File: config.mk
export PLATFORM = sky130hd
export DESIGN_NAME = leaf_out_arbiter
export DESIGN_NICKNAME = d
export VERILOG_FILES = /design/src/rtl/leaf_out_arbiter_pkg.sv /design/src/rtl/leaf_out_reg.sv /design/src/rtl/leaf_out_arbiter.sv
export SDC_FILE = /design/constraint.sdc
export NUM_CORES = 1
export LEC_CHECK = 0
export ABC_AREA = 1
export ABC_CLOCK_PERIOD_IN_PS = 1500
export BUFFER_PORTS_ARGS = -buffer_cell sky130_fd_sc_hd__clkbuf_2
export CORE_MARGIN = 4
export CORE_UTILIZATION = 45
export CTS_CLUSTER_SIZE = 14
export DETAILED_ROUTE_END_ITERATION = 12
export MAX_ROUTING_LAYER = met4
export PLACE_DENSITY_LB_ADDON = 0.15
export SYNTH_ARGS = -nofsm -noshare
export SYNTH_HDL_FRONTEND = slang
export SYNTH_SLANG_ARGS = --single-unit
export TNS_END_PERCENT = 5
File: constraint.sdc
create_clock -name clk -period 1.5 [get_ports clk]
set_input_delay 0.3 -clock clk [delete_from_list [all_inputs] [get_ports clk]]
set_output_delay 0.3 -clock clk [all_outputs]
set_load 0.05 [all_outputs]
File: src/rtl/leaf_out_arbiter_pkg.sv
// Shared types and helpers for the leaf output arbiter and its output register.
package leaf_out_arbiter_pkg;

  localparam int DEF_PAYLOAD_BITS = 32;
  localparam int MAX_REQ          = 8;

  typedef enum logic {
    ST_IDLE  = 1'b0,
    ST_GRANT = 1'b1
  } state_e;

  // Round-robin pick: first set bit strictly after gid, wrapping modulo num_req.
  // Falls back to gid when nothing is requesting.
  function automatic logic [2:0] next_grant(input logic [MAX_REQ-1:0] vld,
                                            input logic [2:0]         gid,
                                            input int                 num_req);
    logic [2:0] sel;
    int         idx;
    sel = gid;
    for (int i = MAX_REQ; i >= 1; i--) begin
      if (i <= num_req) begin
        idx = (int'(gid) + i) % num_req;
        if (vld[idx[2:0]]) sel = idx[2:0];
      end
    end
    return sel;
  endfunction

endpackage

File: src/rtl/leaf_out_reg.sv
// Single-entry output register for a leaf_interface user port (ap_vld/ap_ack).
module leaf_out_reg
  import leaf_out_arbiter_pkg::*;
#(
  parameter int PAYLOAD_BITS = DEF_PAYLOAD_BITS
) (
  input  logic                    clk,
  input  logic                    reset,
  input  logic                    load,
  input  logic [PAYLOAD_BITS-1:0] din,
  input  logic                    ack_out,
  output logic [PAYLOAD_BITS-1:0] dout,
  output logic                    vld_out,
  output logic                    out_free
);

  // Free when empty or when the held word leaves on this edge.
  assign out_free = !vld_out || ack_out;

  always_ff @(posedge clk) begin
    if (reset) begin
      vld_out <= 1'b0;
      dout    <= '0;
    end else if (load) begin
      vld_out <= 1'b1;
      dout    <= din;
    end else if (ack_out && vld_out) begin
      vld_out <= 1'b0;
    end
  end

endmodule

File: src/rtl/leaf_out_arbiter.sv
// Burst-granting round-robin arbiter merging NUM_REQ user streams onto one
// leaf_interface output port.
module leaf_out_arbiter
  import leaf_out_arbiter_pkg::*;
#(
  parameter int NUM_REQ      = 2,
  parameter int REQ_BITS     = 1,
  parameter int PAYLOAD_BITS = DEF_PAYLOAD_BITS,
  parameter int MAX_BURST    = 16,
  parameter int CNT_BITS     = 5
) (
  input  logic                            clk,
  input  logic                            reset,
  input  logic [NUM_REQ*PAYLOAD_BITS-1:0] din_req,
  input  logic [NUM_REQ-1:0]              vld_req,
  output logic [NUM_REQ-1:0]              ack_req,
  output logic [PAYLOAD_BITS-1:0]         dout,
  output logic                            vld_out,
  input  logic                            ack_out,
  output logic [REQ_BITS-1:0]             grant_id,
  output logic                            busy
);

  state_e                  state, state_nxt;
  logic [REQ_BITS-1:0]     gid_nxt;
  logic [CNT_BITS-1:0]     burst_cnt, cnt_nxt;
  logic                    out_free;
  logic                    xfer;
  logic                    last_word;
  logic [MAX_REQ-1:0]      vld_ext;
  logic [PAYLOAD_BITS-1:0] words [NUM_REQ];

  for (genvar i = 0; i < NUM_REQ; i++) begin : g_words
    assign words[i] = din_req[i*PAYLOAD_BITS +: PAYLOAD_BITS];
  end

  assign vld_ext   = MAX_REQ'(vld_req);
  assign busy      = (state == ST_GRANT);
  assign xfer      = |(ack_req & vld_req);
  assign last_word = (burst_cnt == CNT_BITS'(MAX_BURST - 1));

  // Reset gates the ack so no requester word is consumed in a reset cycle.
  always_comb begin
    ack_req = '0;
    if (busy && out_free && !reset) ack_req[grant_id] = 1'b1;
  end

  always_comb begin
    state_nxt = state;
    gid_nxt   = grant_id;
    cnt_nxt   = burst_cnt;
    case (state)
      ST_IDLE: begin
        if (|vld_req) begin
          gid_nxt   = REQ_BITS'(next_grant(vld_ext, 3'(grant_id), NUM_REQ));
          cnt_nxt   = '0;
          state_nxt = ST_GRANT;
        end
      end
      ST_GRANT: begin
        if (xfer) begin
          cnt_nxt = burst_cnt + CNT_BITS'(1);
          if (last_word) state_nxt = ST_IDLE;
        end else if (out_free && !vld_req[grant_id]) begin
          state_nxt = ST_IDLE;
        end
      end
      default: state_nxt = ST_IDLE;
    endcase
  end

  // grant_id resets to the last index so requester 0 wins the first search.
  always_ff @(posedge clk) begin
    if (reset) begin
      state     <= ST_IDLE;
      grant_id  <= REQ_BITS'(NUM_REQ - 1);
      burst_cnt <= '0;
    end else begin
      state     <= state_nxt;
      grant_id  <= gid_nxt;
      burst_cnt <= cnt_nxt;
    end
  end

  leaf_out_reg #(
    .PAYLOAD_BITS(PAYLOAD_BITS)
  ) u_out_reg (
    .clk     (clk),
    .reset   (reset),
    .load    (xfer),
    .din     (words[grant_id]),
    .ack_out (ack_out),
    .dout    (dout),
    .vld_out (vld_out),
    .out_free(out_free)
  );

endmodule

* Word level (Yosys, flattened, before mapping)
Index checks and enable logic that the tools add are counted.
Storage, ports and cells: output and inout port bits 37, word-level logic and storage cells 60, bits in registers 40, input port bits 69
Cells by class: equality and inequality tests 3, mux-type cells 24, magnitude comparators 5, bitwise logic cells 5, reductions and logical operators 15, add/sub/neg operators 3
Operators by type and width (number):
- 32-bit two-way mux | 3
- 1-bit two-way mux | 13
- 5-bit two-way mux | 2
- 5-bit one-hot mux with 2 select lines | 1
- 3-bit by 4-bit < comparator with 1-bit output (second input constant) | 2
- 5-bit by 1-bit adder with 5-bit output (second input constant) | 1
- 5-bit by 4-bit equality test with 1-bit output (second input constant) | 1
- 1-bit logical AND | 5
- 1-bit binary-select mux with 2-bit select | 2
- 2-bit nonzero test | 2
- 2-bit OR reduction | 2
- 1-bit logical NOT | 3
- 3-bit AND reduction | 1
- 1-bit adder (second input constant) | 2
- 1-bit AND (first input constant) | 2
- 2-bit AND | 1
- 2-bit greater-or-equal comparator (second input constant) | 1
- 1-bit by 2-bit < comparator with 1-bit output (second input constant) | 1
- 2-bit two-way mux | 1
- 2-bit by 1-bit != test with 1-bit output (second input constant) | 1
- 2-bit != test (second input constant) | 1
- 1-bit inverter with 2-bit output | 1
- 1-bit one-hot mux with 2 select lines | 1
- 2-bit AND reduction | 1
- other kinds (4) | 4

* Logic depth before layout (Yosys ltp)
Gate-level depths: netlist (run 1).
word-level depth 9, depth in mapped cells 9, mapped depth without buffers 9

* Cells and area by module
Synthesis (run 1) repeated with hierarchy kept, for this count alone.
Unflattened totals: cells, all modules 308, area total of the unflattened synthesis 1981.9 µm²
Modules (own cells, without submodules):
- leaf_out_reg | times used 1, cells an instance 143, area an instance 1152.4 µm²
- leaf_out_arbiter | times used 1, cells an instance 165, area an instance 829.5 µm²

* Least setup slack after synthesis (run 1)
No wires, ideal clock.
path kind flip-flop to output port, start register grant_id, end output ack_req[1], setup slack -0.536 ns, stages on the path, launching flop included 5, arrival time 1.736 ns, buffers on the path 2, required time 1.200 ns, path through dfxtp_1 buf_4 inv_4 buf_2 nor2_1
Between the ends: cells in the longest elaborated chain, start to end 5, elaborated cells on any way between the ends 6, those cells by class order compare (2); mux (3); reduce/logical (1)
Ends and longest elaborated chain:
- start, declared | RTL line leaf_out_arbiter.sv:20 | output logic [REQ_BITS-1:0] grant_id,
- start signal, assigned | RTL line leaf_out_arbiter.sv:76 | grant_id <= REQ_BITS'(NUM_REQ - 1);
- start signal, assigned | RTL line leaf_out_arbiter.sv:80 | grant_id <= gid_nxt;
- 1-bit by 2-bit < comparator with 1-bit output (implied by the code) or 1-bit greater-or-equal comparator (tied branches) | RTL line leaf_out_arbiter.sv:45 | if (busy && out_free && !reset) ack_req[grant_id] = 1'b1;
- 1-bit logical AND (implied by the code) | RTL line leaf_out_arbiter.sv:45
- 1-bit two-way mux (implied by the code) | RTL line leaf_out_arbiter.sv:45
- 1-bit demux with 1-bit select (*) | RTL line leaf_out_arbiter.sv:45
- 2-bit two-way mux (*) | RTL line leaf_out_arbiter.sv:45
- end, declared | RTL line leaf_out_arbiter.sv:16 | output logic [NUM_REQ-1:0] ack_req,
Mark *: on every way between the ends. The rest lies on a longest branch, timed or not.

* Worst setup path in the final report (run 1)
start register grant_id, end output grant_id
No word-level cell between the ends.

==> flow_summary.toml, run 1 <==
[status]
status = "complete, no violations"

[timing]
rsz0062_at_grt = "no"
timing_hold_violations_final = 0
totalNegativeSetupSlack_ns = 0
worstMarginPinSlew_ns = 0.293
finalCritPeriodShare_pct = 96.4
period_needed_ns = 1.45
timing.final.max_slew_violations = 0
post_route_hold_slack_ns = 0.312
fin_worst_skew_ns = 0.00680
maxClockFrequency_mhz = 691
setup_violations = 0
slew-limit-headroom_pct = 80.6

[routing]
drt_wl_total_mm = 5.07
number_of_detailed_routing_iterations_run_before_antenna_repair = 5
drtAntennaViolNets = 0
drt-initial-drc-count = 138
vias_per_cell = 4.71
routedWlPerCell_um = 11.0
vias = 2177
drc = 0

[synthesis]
ys.warnings.count = 0
synth_area_per_cell_um2 = 6.49
syn-instance-count = 307
yosys_register_bits = 40
synth_sequential_area_ratio_pct = 40.2
mappedNetlistArea_um2 = 1990
synth_cell_types = 24
syn-num-nets = 378

[critical_path]
crit_required_ns = 1.20
critPathKind = "flip-flop to primary output"
cp_max_fo = 26
worst_setup_end_kind = "primary output"
worstPathArrival_ns = 1.15
startpoint_type = "flip-flop"

[cells_and_area]
flow.area_growth_from_synthesis_pct = 36.8
fraction_of_layout_cells_with_a_size_suffix_above_1_pct = 34.0
final_common_cell = "sky130_fd_sc_hd__nand2_1"
num_antenna_cells = 0
design.final.nets = 482
finalNonFillerCells = 462
layout.cells.most_common_list = "sky130_fd_sc_hd__nand2_1, sky130_fd_sc_hd__clkbuf_2, sky130_fd_sc_hd__nor2_1, sky130_fd_sc_hd__dfxtp_1, sky130_fd_sc_hd__o21ai_1"
nFillCells = 403

[clocking]
tritoncts = "done"
cts-htree-levels = 2
cts_num_sinks = 40
cts_buffer_depth = 2
clkTransAtPathRegs_ns = 0.08
insertion_delay_ns = 0.28
cts-root-buf = "sky130_fd_sc_hd__clkbuf_8"
cts_made_buffers = 5
cts_post_setup_buffers_inserted = 0

[floorplan]
die_y_um = 74.6
floorplan.initialDensity_pct = 48.1
design.portCount = 106
design.core.area_um2 = 4140
die_area_um2 = 5560
fp.dieW_um = 74.6
rows = 23

[hold_path]
holdCritPathClass = "primary input to flip-flop"

[placed_design]
portBuffers = 105
dp.cells = 454
detailedPlacementHpwl_mm = 3.83
gp_routability_congestion = 0.849

[global_routing]
globalRouteTotalUtil_pct = 19.0
grt_first_pass_wirelength_mm = 8.03
grt_start_max_net_pins = 32
first_global_vias = 1953
gr-total-overflow = 0
number_of_antenna_violations_at_the_first_check_in_global_routing = 0

[power_and_ir_drop]
cellPowerDensity_nw_per_um2 = 997
vdd_ir_drop_max_v = 0.000464
leakagePower_nw = 1.42

[job]
maxCapViolCount = 0
through the flow:
stage          util (%)  setup slack (ns)  power [mW]  cell area (um^2)
3_5_place_dp       62.3            0.0899        1.89              2580
3_3_place_gp       62.3             0.117        1.88              2580
5_1_grt            65.8           0.00508        2.87              2730
2_1_floorplan         -           0.00986        1.68              2010
6_report           65.8            0.0534        2.72              2730
4_1_cts            65.6           0.00556        2.75              2720
power breakdown:
group	leakage, nW	internal (mW)	switching, mW
logic	1.03	0.243	0.476
registers	0.325	1.12	0.0355
clock network	0.0552	0.494	0.355
cells by family (layout without fill, tap and decap cells):
family | Yosys count | in the layout | synth area share [%]
AOI/OAI and AO/OA | 43 | 43 | 11.6
adders and majority gates | 2 | 2 | 1.26
buffers and inverters | 27 | 132 | 8.10
DFF | 40 | 40 | 40.2
and+or+nand+nor | 195 | 195 | 38.9
per-layer routing:
metal | vias up | routed length (um) | GRT usage, %
li1 | 1169 | - | -
met1 | 928 | 2180 | 21.0
met2 | 76 | 2420 | 33.1
met3 | 4 | 423 | 5.41
met4 | 0 | 40 | 5.53
met5 | - | 0 | -
cell usage after synthesis (all sizes together):
cell | number | area (um^2)
nand3 | 9 | 45.0
dfxtp | 40 | 801
buf | 11 | 90.1
inv | 9 | 43.8
nand4 | 1 | 6.26
o21ai | 34 | 181
clkbuf | 7 | 27.5
a311o | 1 | 10.0
nor3b | 1 | 7.51
nand2 | 112 | 438
nor2 | 72 | 278
a21oi | 8 | 40.0
ha | 2 | 25.0
critical path, stage by stage, from the launching register on:
cell and delay [ns]:
sky130_fd_sc_hd__dfxtp_2 0.38, sky130_fd_sc_hd__buf_6 0.23, sky130_fd_sc_hd__buf_4 0.24
path summary, 6_finish.rpt:
kind,start,to,slack [ns],cells past startpoint
max reg2reg,burst_cnt[0]$_SDFFE_PP0P_,burst_cnt[4]$_SDFFE_PP0P_,0.18,7
max,grant_id$_SDFFE_PP1P_,grant_id,0.05,2
min,vld_req[1],grant_id$_SDFFE_PP1P_,0.31,2
min reg2reg,u_out_reg.dout[24]$_SDFFE_PP0P_,u_out_reg.dout[24]$_SDFFE_PP0P_,0.48,2
sequential cells by signal, summed over array words and instances, names as in the netlist:
signal / count
u_out_reg.dout: 32
burst_cnt: 5
busy: 1
grant_id: 1
u_out_reg.vld_out: 1
final cells by class:
type	instances	area (um^2)	area share, %
Clock inverter	2	35.0	1.28
Timing Repair Buffer	115	649	23.8
Sequential cell	40	803	29.4
Inverter	9	43.8	1.61
Tap cell	50	62.6	2.29
Clock buffer	6	72.6	2.66
Multi-Input combinational cell	240	1060	38.9
repair_timing:
action | CTS | global route
hold buffers | 0 | 0
pin swaps | 0 | 0
resized for setup | 7 | 3
endpoints found under the setup margin | 3 | 3
Note: power is estimated with default switching activity, not from simulation.
==> inputs of run 2 (changes only) <==
--- a/config.mk
+++ b/config.mk
@@ -5,7 +5,6 @@
 export SDC_FILE = /design/constraint.sdc
 export NUM_CORES = 1
 export LEC_CHECK = 0
-export ABC_AREA = 1
 export ABC_CLOCK_PERIOD_IN_PS = 1500
 export BUFFER_PORTS_ARGS = -buffer_cell sky130_fd_sc_hd__clkbuf_2
 export CORE_MARGIN = 4
==> run 2 against run 1 <==
Against the previous run: clock-buffer cell count did not move; final cell count fell by 22%; die area rose by 2.2%; cell area rose by 3.1%; sequential share of layout area fell by 0.57 points; clock power fell by 9.3%; the run now ends with setup timing left; sequential cell count did not move; total power fell by 0.43%; register-to-register slack got worse by 0.11 ns.
==> flow_summary.toml, run 2 <==
[status]
status = "finished, violations left"
failed_checks = "setup timing"

[power_and_ir_drop]
leakagePower_nw = 1.35
vdd_ir_drop_max_v = 0.000596
cellPowerDensity_nw_per_um2 = 963

[cells_and_area]
largest_register_ffs = 32
final_common_cell = "sky130_fd_sc_hd__clkbuf_2"
fraction_of_layout_cells_with_a_size_suffix_above_1_pct = 45.6
design.final.nets = 379
layout.core_utilization_pct = 64.1
num_antenna_cells = 0
flow.area_growth_from_synthesis_pct = 37.7
nFillCells = 390
layout.cells.most_common_list = "sky130_fd_sc_hd__clkbuf_2, sky130_fd_sc_hd__dfxtp_1, sky130_fd_sc_hd__mux2i_1, sky130_fd_sc_hd__a31oi_1, sky130_fd_sc_hd__a211oi_1"
layout.area.seq_um2 = 812
multi_input_area_um2 = 1120
max_flop_register = "u_out_reg.dout"
largest_registers_in_the_final_layout = "u_out_reg.dout x32, burst_cnt x5"

[floorplan]
rows = 24
die_y_um = 75.4
design.core.area_um2 = 4380
design.portCount = 106
floorplan.initialDensity_pct = 46.6
fp.dieW_um = 75.4
die_area_um2 = 5680

[critical_path]
cp_max_fo = 5
cp_top_family = "flip-flops"
ff2ff_setup_slack_ns = 0.07
startpoint_type = "flip-flop"
timing.critical_path.from = "busy$_SDFF_PP0_"
crit_required_ns = 1.20
path_depth = 3
worstReg2RegEnd = "burst_cnt[1]$_SDFFE_PP0P_"
worstPathArrival_ns = 1.20
critical_path.max_stage_delay_ns = 0.38
crit_path_top_delay_cell = "sky130_fd_sc_hd__dfxtp_4"
cp_num_buf_inv = 1
crit-reg2reg-launch = "u_out_reg.vld_out$_SDFFE_PP0P_"
critPathKind = "flip-flop to primary output"
worst_r2r_path_depth = 5
endpoint = "ack_req[1]"
worst_setup_end_kind = "primary output"
crit_chain = "and2b_1 -> and3_4 -> clkbuf_16"

[synthesis]
synth_enable_flop_cells = 0
post-synth-top-area-cell = "sky130_fd_sc_hd__dfxtp_1"
postSynth.asyncResetShare_pct = 0
library_cell_with_the_highest_instance_count_after_synthesis = "sky130_fd_sc_hd__dfxtp_1"
synth_sequential_area_ratio_pct = 39.2
ys_dominant_reg_cell = "sky130_fd_sc_hd__dfxtp_1"
syn-instance-count = 205
syn-num-nets = 276
yosys-top-cells-area = "sky130_fd_sc_hd__dfxtp_1, sky130_fd_sc_hd__mux2i_1, sky130_fd_sc_hd__a211oi_1, sky130_fd_sc_hd__a31oi_1, sky130_fd_sc_hd__buf_6"
ys.warnings.count = 0
yosys_register_bits = 40
post-synth-top-area-fraction_pct = 39.2
synth_area_per_cell_um2 = 9.96
synth_cell_types = 37
mappedNetlistArea_um2 = 2040
synth.cells.most_frequent = "sky130_fd_sc_hd__dfxtp_1, sky130_fd_sc_hd__mux2i_1, sky130_fd_sc_hd__a211oi_1, sky130_fd_sc_hd__a31oi_1, sky130_fd_sc_hd__buf_2"

[placed_design]
detailedPlacementHpwl_mm = 3.87
gp_routability_congestion = 0.770
portBuffers = 105

[routing]
vias_per_cell = 5.68
routedWlPerCell_um = 15.4
drc = 0
vias = 2049
drt_wl_total_mm = 5.57
drt-initial-drc-count = 66
drtAntennaViolNets = 0
number_of_detailed_routing_iterations_run_before_antenna_repair = 4

[timing]
post-route-worst-setup-slack_ns = -0.00121
maxClockFrequency_mhz = 666
timing.final.max_slew_violations = 0
rsz0062_at_grt = "yes"
timing_hold_violations_final = 0
fin_worst_skew_ns = 0.00669
worstMarginPinSlew_ns = 0.390
slew-limit-headroom_pct = 74.0
setup_violations = 1
period_needed_ns = 1.50
totalNegativeSetupSlack_ns = -0.00121
finalCritPeriodShare_pct = 100

[clocking]
cts_buffer_depth = 2
cts-root-buf = "sky130_fd_sc_hd__clkbuf_8"
tritoncts = "done"
clkTransAtPathRegs_ns = 0.08
insertion_delay_ns = 0.30
cts_made_buffers = 5
hold_buffers = 0
cts-htree-levels = 2
cts_num_sinks = 40

[global_routing]
globalRouteTotalUtil_pct = 20.1
number_of_antenna_violations_at_the_first_check_in_global_routing = 0
gr-total-overflow = 0
grt_first_pass_wirelength_mm = 8.69
grt_start_max_net_pins = 36
first_global_vias = 1910

[hold_path]
holdCritPathClass = "primary input to flip-flop"

[job]
maxCapViolCount = 0
run 2: routing by layer:
layer  share of wire (%)  GRT usage [%]
met1                  44           25.9
met2                  46           32.3
met3                 8.9           4.35
met4                 1.1           4.66
met5                   0              -
run 2: layout make-up:
type	instances	share of cell area, %
inverter	2	0.267
multi-input combinational	138	40.0
clock buffer	6	2.94
clock inverter	2	0.490
sequential	40	28.9
tap	52	2.31
timing repair buffer	121	25.1
run 2: cells by family after synthesis:
| family | Yosys count | share of synthesized area (%) |
|---|---|---|
| simple gates | 25 | 8.15 |
| compound gates | 76 | 26.0 |
| fa+ha+maj | 2 | 1.23 |
| flops | 40 | 39.2 |
| mux | 35 | 17.6 |
| buf+inv | 27 | 7.84 |
run 2: worst min path at each step:
stage                                   start                               to  slack (ns)  cells after the start
finish                                  reset  u_out_reg.dout[18]$_SDFFE_PP0P_        0.25                      2
global route                            reset  u_out_reg.dout[18]$_SDFFE_PP0P_        0.23                      2
CTS                                     reset  u_out_reg.dout[18]$_SDFFE_PP0P_        0.23                      2
detailed placement  burst_cnt[3]$_SDFFE_PP0P_        burst_cnt[3]$_SDFFE_PP0P_        0.50                      2
global placement    burst_cnt[3]$_SDFFE_PP0P_        burst_cnt[3]$_SDFFE_PP0P_        0.48                      2
floorplan                          vld_req[1]            grant_id$_SDFFE_PP1P_        0.44                      1
run 2: per-stage QoR:
step | cells | power, mW | setup slack, ns | hold WS (ns) | instance area, um^2
2_1_floorplan | 205 | 1.73 | -0.0209 | 0.438 | 2080
3_3_place_gp | 350 | 1.93 | 0.0959 | 0.484 | 2640
3_5_place_dp | 350 | 1.94 | 0.0461 | 0.497 | 2640
4_1_cts | 361 | 2.73 | -0.0381 | 0.232 | 2790
5_1_grt | 361 | 2.85 | -0.0444 | 0.234 | 2810
6_report | 361 | 2.71 | -0.00121 | 0.252 | 2810
run 2: timing repair:
item | CTS | global route
buffers inserted | 3 | 0
resized for setup | 6 | 5
endpoints found under the hold margin | 0 | 0
endpoints found under the setup margin | 3 | 13
pin swaps | 2 | 2
gates cloned | 0 | 0
run 2: report_power, final:
| part | internal (mW) | leakage (nW) | total [mW] | switching, mW |
|---|---|---|---|---|
| combinational | 0.293 | 0.976 | 0.781 | 0.488 |
| sequential | 1.12 | 0.328 | 1.16 | 0.0375 |
| clock | 0.374 | 0.0477 | 0.769 | 0.396 |
==> inputs of run 3 (changes only) <==
--- a/config.mk
+++ b/config.mk
@@ -5,10 +5,10 @@
 export SDC_FILE = /design/constraint.sdc
 export NUM_CORES = 1
 export LEC_CHECK = 0
-export ABC_CLOCK_PERIOD_IN_PS = 1500
+export ABC_CLOCK_PERIOD_IN_PS = 1400
 export BUFFER_PORTS_ARGS = -buffer_cell sky130_fd_sc_hd__clkbuf_2
 export CORE_MARGIN = 4
-export CORE_UTILIZATION = 45
+export CORE_UTILIZATION = 44
 export CTS_CLUSTER_SIZE = 14
 export DETAILED_ROUTE_END_ITERATION = 12
 export MAX_ROUTING_LAYER = met4
==> constraint.sdc (replaced) <==
create_clock -name clk -period 1.4 [get_ports clk]
set_input_delay 0.28 -clock clk [delete_from_list [all_inputs] [get_ports clk]]
set_output_delay 0.28 -clock clk [all_outputs]
set_load 0.05 [all_outputs]
==> run 3 against run 2 <==
Against the previous run: the flow still finishes with violations (setup timing); hold slack gained 0.041 ns; critical path depth rose by 1; via count shrank 0.44%; cell area rose by 2.0%; final cell count increased by 1.9%; sequential share of layout area down 0.60 points; global-route usage shrank 1.2 points; core utilization up 0.81 points; clock power is 6.1% higher; setup slack got worse by 0.11 ns; combinational power increased by 7.9%; non-clock buffer count rose by 7; critical path type unchanged; largest cell class unchanged; largest power group unchanged.
==> flow_summary.toml, run 3 (same netlist as run 2, synthesis figures left out) <==
[cells_and_area]
stdcell_area_um2 = 2870
largest_registers_in_the_final_layout = "u_out_reg.dout x32, burst_cnt x5"
fraction_of_layout_cells_with_a_size_suffix_above_1_pct = 47.2
design.final.nets = 386
layout.cells.most_common_list = "sky130_fd_sc_hd__clkbuf_2, sky130_fd_sc_hd__dfxtp_1, sky130_fd_sc_hd__mux2i_1, sky130_fd_sc_hd__a211oi_1, sky130_fd_sc_hd__a31oi_1"
flow.area_growth_from_synthesis_pct = 40.4
num_antenna_cells = 0
layout.core_utilization_pct = 64.9
largest_register_ffs = 32
final_common_cell = "sky130_fd_sc_hd__clkbuf_2"
finalNonFillerCells = 368
max_flop_register = "u_out_reg.dout"

[placed_design]
placed_area_um2 = 2670
portBuffers = 105
gp_routability_congestion = 0.789
detailedPlacementHpwl_mm = 3.88
dp.cells = 354

[global_routing]
grt_first_pass_wirelength_mm = 8.87
globalRouteTotalUtil_pct = 18.9
first_global_vias = 1871
gr-total-overflow = 0
grt_start_max_net_pins = 43
number_of_antenna_violations_at_the_first_check_in_global_routing = 0

[clocking]
cts_made_buffers = 5
cts_buffer_depth = 2
clkTransAtPathRegs_ns = 0.08
cts-htree-levels = 2
cts_num_sinks = 40
tritoncts = "done"
cts-root-buf = "sky130_fd_sc_hd__clkbuf_8"
hold_buffers = 0
insertion_delay_ns = 0.29

[timing]
rsz0062_at_grt = "yes"
setup_violations = 4
slew-limit-headroom_pct = 70.8
post-route-worst-setup-slack_ns = -0.115
worstMarginPinSlew_ns = 0.439
fin_worst_skew_ns = 0.00351
period_needed_ns = 1.51
finalCritPeriodShare_pct = 108
maxClockFrequency_mhz = 660
timing_hold_violations_final = 0
timing.final.max_slew_violations = 0

[critical_path]
critPathKind = "flip-flop to primary output"
worst_setup_end_kind = "primary output"
worstPathArrival_ns = 1.23
startpoint_type = "flip-flop"
cp_max_fo = 5
crit_required_ns = 1.12

[power_and_ir_drop]
p_int_mw = 1.93
power_switching_mw = 0.978
finalPower_mw = 2.90
seq_power_share_pct = 42.9
cellPowerDensity_nw_per_um2 = 1010
share_clk_of_total_power_pct = 28.1
pwr-share-comb_pct = 29.0
vdd_ir_drop_max_v = 0.000650
leakagePower_nw = 1.39
switching_share_pct = 33.7

[floorplan]
rows = 24
design.core.area_um2 = 4410
die_y_um = 76.1
design.portCount = 106
floorplan.initialDensity_pct = 46.3
die_area_um2 = 5800
fp.dieW_um = 76.1

[status]
failed_checks = "setup timing"
status = "finished, violations left"

[routing]
drc = 0
routedWlPerCell_um = 15.1
number_of_detailed_routing_iterations_run_before_antenna_repair = 4
drtAntennaViolNets = 0
drt-initial-drc-count = 105
vias = 2040
drt_wl_total_mm = 5.57
vias_per_cell = 5.54

[job]
maxCapViolCount = 0

[hold_path]
holdCritPathClass = "primary input to flip-flop"
## run 3: cell types whose count changed in the layout (fill, tap and decap cells not counted), sizes merged
cell    before  now
clkbuf     110  109
buf         17   25
## run 3: worst paths after layout
| path | to | slack (ns) | startpoint | depth (start not counted) |
|---|---|---|---|---|
| max | ack_req[0] | -0.11 | u_out_reg.vld_out$_SDFFE_PP0P_ | 4 |
| min | u_out_reg.dout[26]$_SDFFE_PP0P_ | 0.29 | din_req[26] | 3 |
| max reg2reg | burst_cnt[1]$_SDFFE_PP0P_ | -0.01 | u_out_reg.vld_out$_SDFFE_PP0P_ | 5 |
| min reg2reg | burst_cnt[3]$_SDFFE_PP0P_ | 0.51 | burst_cnt[3]$_SDFFE_PP0P_ | 2 |
## run 3: per-stage QoR
stage | hold WS [ns] | setup WS [ns] | setup TNS, ns
2_1_floorplan | 0.418 | -0.101 | -3.10
3_3_place_gp | 0.489 | 0.0386 | 0
3_5_place_dp | 0.496 | 0.00852 | 0
4_1_cts | 0.287 | -0.121 | -0.317
5_1_grt | 0.314 | -0.164 | -2.02
6_report | 0.293 | -0.115 | -0.277
## run 3: what timing repair did
item                                    4_1_cts  5_1_grt
pin swaps                                     0        4
setup buffers                                 2        4
resized for setup                             8        5
endpoints found under the setup margin        5       33
## run 3: layer usage
metal / wire length, um / vias to the layer above / GRT usage (%)
met5: 0 / - / -
met4: 63 / 0 / 6.82
met3: 410 / 6 / 4.26
met2: 2630 / 69 / 28.7
met1: 2470 / 935 / 24.7
li1: - / 1030 / -
## run 3: worst max-delay path: stages, from the launching register on
cell                      delay [ns]
sky130_fd_sc_hd__dfxtp_2        0.33
sky130_fd_sc_hd__nor2b_4        0.12
sky130_fd_sc_hd__buf_6          0.12
sky130_fd_sc_hd__nor3_4         0.21
sky130_fd_sc_hd__buf_12         0.16
## run 3: power groups by stage
| stage | Clock [mW] | Sequential, mW | Combinational [mW] |
|---|---|---|---|
| after floorplan | 0 | 1.47 | 0.382 |
| after global placement | 0 | 1.27 | 0.802 |
| after detailed placement | 0 | 1.27 | 0.809 |
| after CTS | 0.844 | 1.24 | 0.836 |
| after global routing | 0.892 | 1.25 | 0.907 |
| final | 0.816 | 1.25 | 0.843 |
## run 3: area by class of cell
class / instances / area, um^2
Multi-Input combinational cell: 138 / 1120
Clock buffer: 6 / 82.6
Inverter: 2 / 7.51
Timing Repair Buffer: 128 / 766
Clock inverter: 2 / 13.8
Sequential cell: 40 / 811
Fill cell: 380 / 1550
Tap cell: 52 / 65.1
